--- src/rtl/rot_quad_if.sv ---
// Command handshake bundle for the rotary-encoder emulator.
// Master offers detent/press commands; slave accepts when idle.
interface rot_quad_if #(
  parameter int CNT_W = 8
);
  logic             cmd_valid;
  logic             cmd_ready;
  logic             cmd_dir;
  logic [CNT_W-1:0] cmd_count;
  logic             cmd_press;

  modport master (
    output cmd_valid,
    output cmd_dir,
    output cmd_count,
    output cmd_press,
    input  cmd_ready
  );

  modport slave (
    input  cmd_valid,
    input  cmd_dir,
    input  cmd_count,
    input  cmd_press,
    output cmd_ready
  );
endinterface

--- src/rtl/rot_quad_gen.sv ---
// Rotary-encoder emulator: step/press commands to detent-accurate
// quadrature A/B plus push-switch level, all outputs registered.
module rot_quad_gen #(
  parameter int PHASE_CYCLES = 16,
  parameter int CNT_W        = 8,
  parameter int PRESS_CYCLES = 64
) (
  input  logic       clk,
  input  logic       rst_n,
  rot_quad_if.slave  cmd,
  output logic       rot_a,
  output logic       rot_b,
  output logic       rot_press,
  output logic       busy,
  output logic       done
);

  localparam int MAXC =
    (PHASE_CYCLES > PRESS_CYCLES) ? PHASE_CYCLES : PRESS_CYCLES;
  localparam int PW = $clog2(MAXC) + 1;

  localparam logic [PW-1:0] PH_LAST = PW'(PHASE_CYCLES - 1);
  localparam logic [PW-1:0] PR_LAST = PW'(PRESS_CYCLES - 1);

  localparam logic [2:0] IDLE  = 3'd0;
  localparam logic [2:0] PH1   = 3'd1;
  localparam logic [2:0] PH2   = 3'd2;
  localparam logic [2:0] PH3   = 3'd3;
  localparam logic [2:0] PH4   = 3'd4;
  localparam logic [2:0] PRESS = 3'd5;
  localparam logic [2:0] DONE  = 3'd6;

  logic [2:0]       st, st_n;
  logic [PW-1:0]    cnt, cnt_n;
  logic [CNT_W-1:0] steps, steps_n;
  logic             dir_q, dir_n;
  logic             prs_q, prs_n;
  logic [1:0]       ab, ab_n;
  logic             press_n;
  logic             accept;
  logic             ph_end;
  logic             pr_end;

  assign cmd.cmd_ready = (st == IDLE);
  assign busy          = (st != IDLE);
  assign done          = (st == DONE);

  assign accept = cmd.cmd_valid && (st == IDLE);
  assign ph_end = (cnt == PH_LAST);
  assign pr_end = (cnt == PR_LAST);

  always_comb begin
    st_n    = st;
    cnt_n   = cnt + 1'b1;
    steps_n = steps;
    dir_n   = dir_q;
    prs_n   = prs_q;
    unique case (st)
      IDLE: begin
        cnt_n = '0;
        if (accept) begin
          dir_n   = cmd.cmd_dir;
          prs_n   = cmd.cmd_press;
          steps_n = cmd.cmd_count;
          if (cmd.cmd_count != '0)
            st_n = PH1;
          else if (cmd.cmd_press)
            st_n = PRESS;
          else
            st_n = DONE;
        end
      end
      PH1: if (ph_end) begin
        cnt_n = '0;
        st_n  = PH2;
      end
      PH2: if (ph_end) begin
        cnt_n = '0;
        st_n  = PH3;
      end
      PH3: if (ph_end) begin
        cnt_n = '0;
        st_n  = PH4;
      end
      PH4: if (ph_end) begin
        cnt_n   = '0;
        steps_n = steps - 1'b1;
        // steps still holds the pre-decrement value here
        if (steps != CNT_W'(1))
          st_n = PH1;
        else if (prs_q)
          st_n = PRESS;
        else
          st_n = DONE;
      end
      PRESS: if (pr_end) begin
        cnt_n = '0;
        st_n  = DONE;
      end
      DONE: begin
        cnt_n = '0;
        st_n  = IDLE;
      end
      default: begin
        cnt_n = '0;
        st_n  = IDLE;
      end
    endcase
  end

  // {b,a} for a right turn; a left turn swaps the two lines
  always_comb begin
    ab = 2'b00;
    unique case (1'b1)
      (st_n == PH1): ab = 2'b01;
      (st_n == PH2): ab = 2'b11;
      (st_n == PH3): ab = 2'b10;
      default:       ab = 2'b00;
    endcase
    ab_n    = dir_n ? {ab[0], ab[1]} : ab;
    press_n = (st_n == PRESS);
  end

  always_ff @(posedge clk or negedge rst_n) begin
    if (!rst_n) begin
      st        <= IDLE;
      cnt       <= '0;
      steps     <= '0;
      dir_q     <= 1'b0;
      prs_q     <= 1'b0;
      rot_a     <= 1'b0;
      rot_b     <= 1'b0;
      rot_press <= 1'b0;
    end else begin
      st        <= st_n;
      cnt       <= cnt_n;
      steps     <= steps_n;
      dir_q     <= dir_n;
      prs_q     <= prs_n;
      rot_b     <= ab_n[1];
      rot_a     <= ab_n[0];
      rot_press <= press_n;
    end
  end

endmodule

--- src/flat_wrapper.sv ---
// flat-port wrapper written by rule: the top's interface ports become plain ports
module rot_quad_gen_flat 
#(
  parameter int PHASE_CYCLES = 16,
  parameter int CNT_W        = 8,
  parameter int PRESS_CYCLES = 64
)
  (clk, rst_n, rot_a, rot_b, rot_press, busy, done, cmd_cmd_valid, cmd_cmd_dir, cmd_cmd_count, cmd_cmd_press, cmd_cmd_ready);
  rot_quad_if #(.CNT_W(CNT_W)) cmd_i ();
  input  logic clk;
  input  logic rst_n;
  output logic rot_a;
  output logic rot_b;
  output logic rot_press;
  output logic busy;
  output logic done;
  input wire logic [$bits(cmd_i.cmd_valid)-1:0] cmd_cmd_valid;
  input wire logic [$bits(cmd_i.cmd_dir)-1:0] cmd_cmd_dir;
  input wire logic [$bits(cmd_i.cmd_count)-1:0] cmd_cmd_count;
  input wire logic [$bits(cmd_i.cmd_press)-1:0] cmd_cmd_press;
  output wire logic [$bits(cmd_i.cmd_ready)-1:0] cmd_cmd_ready;
  assign cmd_i.cmd_valid = cmd_cmd_valid;
  assign cmd_i.cmd_dir = cmd_cmd_dir;
  assign cmd_i.cmd_count = cmd_cmd_count;
  assign cmd_i.cmd_press = cmd_cmd_press;
  assign cmd_cmd_ready = cmd_i.cmd_ready;
  rot_quad_gen #(.PHASE_CYCLES(PHASE_CYCLES), .CNT_W(CNT_W), .PRESS_CYCLES(PRESS_CYCLES)) u_core (.clk(clk), .rst_n(rst_n), .cmd(cmd_i), .rot_a(rot_a), .rot_b(rot_b), .rot_press(rot_press), .busy(busy), .done(done));
endmodule
--- config.mk ---
export PLATFORM = sky130hd
export DESIGN_NAME = rot_quad_gen_flat
export DESIGN_NICKNAME = d
export VERILOG_FILES = /design/src/rtl/rot_quad_if.sv /design/src/rtl/rot_quad_gen.sv /design/src/flat_wrapper.sv
export SDC_FILE = /design/constraint.sdc
export NUM_CORES = 1
export LEC_CHECK = 0
export BUFFER_PORTS_ARGS = -buffer_cell sky130_fd_sc_hd__buf_2
export CAP_MARGIN = 5
export CORE_UTILIZATION = 30
export DETAILED_ROUTE_END_ITERATION = 12
export GPL_TIMING_DRIVEN = 0
export SLEW_MARGIN = 20
export SYNTH_ARGS = -nofsm -noshare
export SYNTH_HDL_FRONTEND = slang
export SYNTH_SLANG_ARGS = --single-unit
--- constraint.sdc ---
create_clock -name clk -period 3.2 [get_ports clk]
set_input_delay 0.32 -clock clk [delete_from_list [all_inputs] [get_ports clk]]
set_output_delay 0.32 -clock clk [all_outputs]
set_load 0.05 [all_outputs]
==> results.toml, run 1 <==
[sta]
timing.final.crit_share_pct = 63.3
fin_skew_ps = 3.33
setup_viol_count_final = 0
finalCriticalPeriod_ps = 2030
drv_slew = 0
rsz0062_at_grt = "no"
max_freq_mhz = 494
max_slew_margin_pct = 51.2
worst_pin_slew_ps = 725
final_hold_viol_count = 0
fin_setup_tns_ps = 0

[finish]
drive_above_1_share_pct = 20.6
insertedDiodeCount = 0
postLayoutCellArea_um2 = 1580
fin_util_pct = 36.1
final_nets = 187
areaGrowthSynthToFinish_pct = 14.6

[critical_path]
crit_fanout = 6
r2r_setup_slack_ps = 1170
arrival_ps = 2220
reg2reg_depth = 7
cp-start-kind = "register"
critPathKind = "register to register"
cp-end-kind = "register"
required_ps = 3400
worstReg2RegStart = "u_core.cnt[0]"
worstReg2RegEnd = "u_core.rot_b"

[synthesis]
syn_avg_cell_area_um2 = 9.34
synth_compound_area_share_pct = 19.7
synth-xor-area-share_pct = 2.53
syn_nets = 164
synth_top_family_by_area = "simple AND/OR/NAND/NOR gates"
ys.warnings.count = 0
synth_top_cells_by_area = "dfrtp_1, nor2_1, o21ai_1"
ys_ff_latch = 23
synth.distinct_cells = 43
synth-simple-area-share_pct = 25.2
netlist_instances = 148
seq_area_frac_synth_pct = 41.6
yosys.area_share.adder_pct = 2.71
yosysTopAreaCell = "dfrtp_1"
syn_area_um2 = 1380
synthMuxAreaShare_pct = 3.26
synth_top_area_share_pct = 41.6

[drt]
wl_met1_um = 1380
ant_nets = 0
viasPerCell = 5.09
drt_iter0_drc = 63
top_layer = "met4"
drc = 0
wl_per_cell_um = 12.7
wl_met2_um = 1280
first_pass_iters = 4
met3_length_um = 141
routed_wirelength_um = 2820
vias = 1130

[run_status]
status = "finished, final reports clean"

[power_and_ir_drop]
power.density_nw_per_um2 = 866
power_leakage_uw = 0.000694
ir_worst_vdd_mv = 0.304

[clock_network]
ctsResizeCount = 0
cts_hold_buf = 0
cts_tree = "built"
h-tree-depth = 1
clkTransAtPathRegs_ps = 90
worstSkewPairLatency_ps = 270
root_buffer = "clkbuf_8"
cts_setup_buffers = 0
clock_sinks = 23
cts_made_buffers = 3
clockBufferDepth = 2

[flow_run]
cap_violations = 0

[worst_hold_path]
hold_class = "input pin to async pin"

[global_route]
grt_max_degree = 24
overflow = 0
grt_util_all_layers_pct = 12.4
antenna_found_initial = 0
grt_pass1_wl_um = 4910
grt_pass1_vias = 1097

[die]
io-pin-count = 19
rows = 24
die_w_um = 69.9
die-area_um2 = 4880
initial_utilization_pct = 31.5
core_area_um2 = 4380
die_height_um = 69.9

[place]
port_buffers = 18
place_area_um2 = 1540
gp_congestion = 0.817
dpl.hpwl_um = 2090
## report_power, final
part | internal (µW) | total [µW] | leakage (µW) | switching, µW
clock network | 87.1 | 187 | 0.0000255 | 99.7
registers | 407 | 514 | 0.000286 | 107
logic | 276 | 672 | 0.000382 | 396
## cells in the final DEF (no fill, tap or decap), types with 2 or more instances in the layout
cell      Yosys  routed
a211oi_1      3       3
a21oi_1       8       8
a31oi_1       2       2
and3_1        2       2
buf_2         1      19
buf_6         3       3
clkbuf_1      2       2
clkbuf_8      0       3
dfrtp_1      23      23
ha_1          3       3
inv_1         6       6
mux2i_1       3       3
nand2_1       8       8
nand2b_1      6       6
nand3_1       2       2
nor2_1       22      22
nor2b_1       2       2
nor3_1        3       3
nor4_1        5       5
o21ai_0       5       5
o21ai_1      12      12
o22a_1        2       2
or3_1         2       2
xnor2_1       2       2
xor2_1        2       2
## registers in the layout, indices dropped and copies added (netlist names)
| signal | cells |
|---|---|
| u_core.cnt | 7 |
| u_core.dir_q | 1 |
| u_core.prs_q | 1 |
| u_core.rot_a | 1 |
| u_core.rot_b | 1 |
| u_core.rot_press | 1 |
| u_core.st | 3 |
| u_core.steps | 8 |
## layer usage
metal  GRT usage, %  up-vias
li1               -      568
met2           20.6       27
met5              0        -
met3           3.75        2
met4           2.67        0
met1           15.8      533
## synth_stat cells, drive strengths merged
| cell type | number |
|---|---|
| xor2 | 2 |
| clkbuf | 2 |
| a21oi | 8 |
| nor4b | 1 |
| nor3 | 3 |
| xnor2 | 2 |
| nand2 | 8 |
| mux2i | 3 |
| inv | 6 |
| a22oi | 1 |
| a21boi | 2 |
| or3 | 2 |
| and3 | 2 |
| o22a | 2 |
| a211oi | 3 |
| a31oi | 3 |
| o21ai | 17 |
| dfrtp | 23 |
| nor2 | 22 |
| nor4 | 6 |
| nand3 | 3 |
| nor2b | 3 |
| ha | 3 |
| and2 | 1 |
| buf | 4 |
| or4 | 1 |
| o21bai | 1 |
| mux2 | 1 |
| a32oi | 1 |
| and2b | 1 |
| nand3b | 1 |
| nand2b | 6 |
| o211ai | 2 |
| nor3b | 1 |
| or4b | 1 |
## critical path, stage by stage (launching register included)
cell and delay (ps):
dfrtp_1 380, ha_1 200, nand3_2 170, nor4_4 360, a21oi_1 120, a211oi_1 410
nand3_1 160, mux2i_1 150
## stage by stage
| step | hold WS (ps) | setup slack (ps) | std cells | total power (µW) |
|---|---|---|---|---|
| after floorplan | 24.4 | 1370 | 148 | 1050 |
| after global placement | 342 | 1190 | 218 | 1180 |
| after detailed placement | 343 | 1200 | 218 | 1190 |
| after CTS | 39.7 | 1170 | 222 | 1390 |
| after global routing | 49.8 | 1020 | 222 | 1500 |
| final | 13.7 | 1170 | 222 | 1370 |
## final cells by class
type | count | area [µm²]
Buffer | 6 | 46.3
Clock buffer | 3 | 41.3
Clock inverter | 1 | 5.00
Fill cell | 461 | 2800
Inverter | 6 | 22.5
Multi-Input combinational cell | 113 | 738
Sequential cell | 23 | 576
Tap cell | 52 | 65.1
Timing Repair Buffer | 18 | 90.1
## how the worst max path moves through the flow
stage / start / endpoint / slack [ps] / depth (start not counted)
2_1_floorplan: u_core.st[2] / cmd_cmd_ready / 1370 / 3
3_3_place_gp: u_core.cnt[0] / u_core.rot_a / 1190 / 7
3_5_place_dp: u_core.cnt[0] / u_core.rot_b / 1200 / 7
4_1_cts: u_core.cnt[0] / u_core.rot_b / 1170 / 7
5_1_grt: u_core.cnt[0] / u_core.rot_b / 1020 / 7
6_report: u_core.cnt[0] / u_core.rot_b / 1170 / 7
## cell families after synthesis
group	count (synthesis)
XOR/XNOR	4
buffers and inverters	12
adder cells (fa/ha/maj)	3
flip-flops	23
multiplexers	4
AO/OA/AOI/OAI	40
AND/OR/NAND/NOR	62
Note: power is estimated with default switching activity, not from simulation.
==> run 2, diff against run 1 <==
clock period = 2.1 ns   (was 3.2 ns; I/O delays follow)
==> results.toml, run 2 (synthesis results as in run 1) <==
[run_status]
status = "finished, final reports clean"

[die]
die-area_um2 = 4880
core_area_um2 = 4380
rows = 24
die_height_um = 69.9
die_w_um = 69.9
io-pin-count = 19
initial_utilization_pct = 31.5

[critical_path]
critPathKind = "register to register"
cp-end-kind = "register"
arrival_ps = 2100
timing.critical_path.to = "u_core.rot_b"
cpPeakStageDelay_ps = 490
r2r_setup_slack_ps = 160
slowest_stage = "or4_4"
cp-start-kind = "register"
worstReg2RegEnd = "u_core.rot_b"
reg2reg_depth = 7
crit_start = "u_core.cnt[0]"
path_cells = "ha_1 > nand3_2 > or4_4 > o21ai_0 > a211oi_1 > nand3_1 > mux2i_1"
required_ps = 2250
worstReg2RegStart = "u_core.cnt[0]"
crit_fanout = 6

[power_and_ir_drop]
power_leakage_uw = 0.000712
ir_worst_vdd_mv = 0.469
power.density_nw_per_um2 = 1300
total_power_uw = 2120

[finish]
final_cell_mix = "dfrtp_1, nor2_1, buf_2"
largest-register = "u_core.steps"
largest_register_ffs = 8
final_nets = 190
areaGrowthSynthToFinish_pct = 17.5
reg_top3 = "u_core.steps x8, u_core.cnt x7, u_core.st x3"
insertedDiodeCount = 0
final_cells = 225
final_common_cell = "dfrtp_1"
drive_above_1_share_pct = 23.1

[place]
dpl.hpwl_um = 2090
pre_cts_ws_ps = 95.5
gp_congestion = 0.817
port_buffers = 18
place_inst = 218

[global_route]
overflow = 0
grt_pass1_wl_um = 4910
grt_pass1_vias = 1097
antenna_found_initial = 0
grt_util_all_layers_pct = 12.4
grt_max_degree = 24

[clock_network]
cts_tree = "built"
clock_sinks = 23
root_buffer = "clkbuf_8"
clockBufferDepth = 2
clkTransAtPathRegs_ps = 90
h-tree-depth = 1
worstSkewPairLatency_ps = 270
cts_made_buffers = 3

[worst_hold_path]
hold_class = "input pin to register"

[sta]
max_slew_margin_pct = 51.5
setup_viol_count_final = 0
rsz0062_at_grt = "no"
final_hold_viol_count = 0
worst_pin_slew_ps = 720
fin_skew_ps = 2.85
drv_slew = 0
setup_slack_ps = 157
timing.final.crit_share_pct = 92.5
max_freq_mhz = 515
finalCriticalPeriod_ps = 1940
fin_setup_tns_ps = 0

[drt]
drt_iter0_drc = 70
drc = 0
viasPerCell = 5.10
vias = 1148
ant_nets = 0
routed_wirelength_um = 2870
first_pass_iters = 4
wl_per_cell_um = 12.7

[flow_run]
cap_violations = 0
## run 2: cell type report
type	count	area (µm²)
flip-flops and latches	23	576
repair buffers	21	115
plain buffers	6	46.3
clock inverters	1	5.00
multi-input cells	113	753
clock buffers	3	41.3
inverters	6	22.5
fillers	452	2760
well taps	52	65.1
## run 2: report_power, final
group	switching [µW]	total, µW	internal, µW
Clock	153	285	133
Combinational	610	1050	439
Sequential	164	784	620
Total	927	2120	1190
## run 2: through the flow
step / instance area [µm²] / hold WS (ps) / util, %
floorplan: 1380 / -85.6 / -
global placement: 1540 / 232 / 35.1
detailed placement: 1540 / 233 / 35.1
CTS: 1590 / 171 / 36.4
global route: 1620 / 187 / 37.0
finish: 1620 / 175 / 37.0
## run 2: critical path: cells and delay by family, from the launching register on
family	cells	cell delay, ps
AOI/OAI and AO/OA	2	380
adders and majority gates	1	200
DFF	1	370
muxes	1	80
and+or+nand+nor	3	790
## run 2: timing repair
action	CTS	global route
endpoints found under the hold margin	23	0
gates resized for setup	0	3
hold buffers	1	0
setup buffers	0	2
endpoints found under the setup margin	0	2
## run 2: worst min path at each step
stage | startpoint | slack, ps | depth (start not counted) | endpoint
2_1_floorplan | rst_n | -90 | 0 | u_core.cnt[0]
3_3_place_gp | rst_n | 230 | 1 | u_core.steps[7]
3_5_place_dp | rst_n | 230 | 1 | u_core.steps[5]
4_1_cts | cmd_cmd_count[0] | 170 | 3 | u_core.steps[0]
5_1_grt | cmd_cmd_count[0] | 190 | 3 | u_core.steps[0]
6_report | cmd_cmd_count[0] | 170 | 3 | u_core.steps[0]
## run 2: routing by layer
metal	vias to the layer above	track usage [%]	routed length, µm
met3	2	3.75	147
met2	27	20.6	1340
met1	545	15.8	1360
li1	574	-	-
met5	-	0	0
met4	0	2.67	19
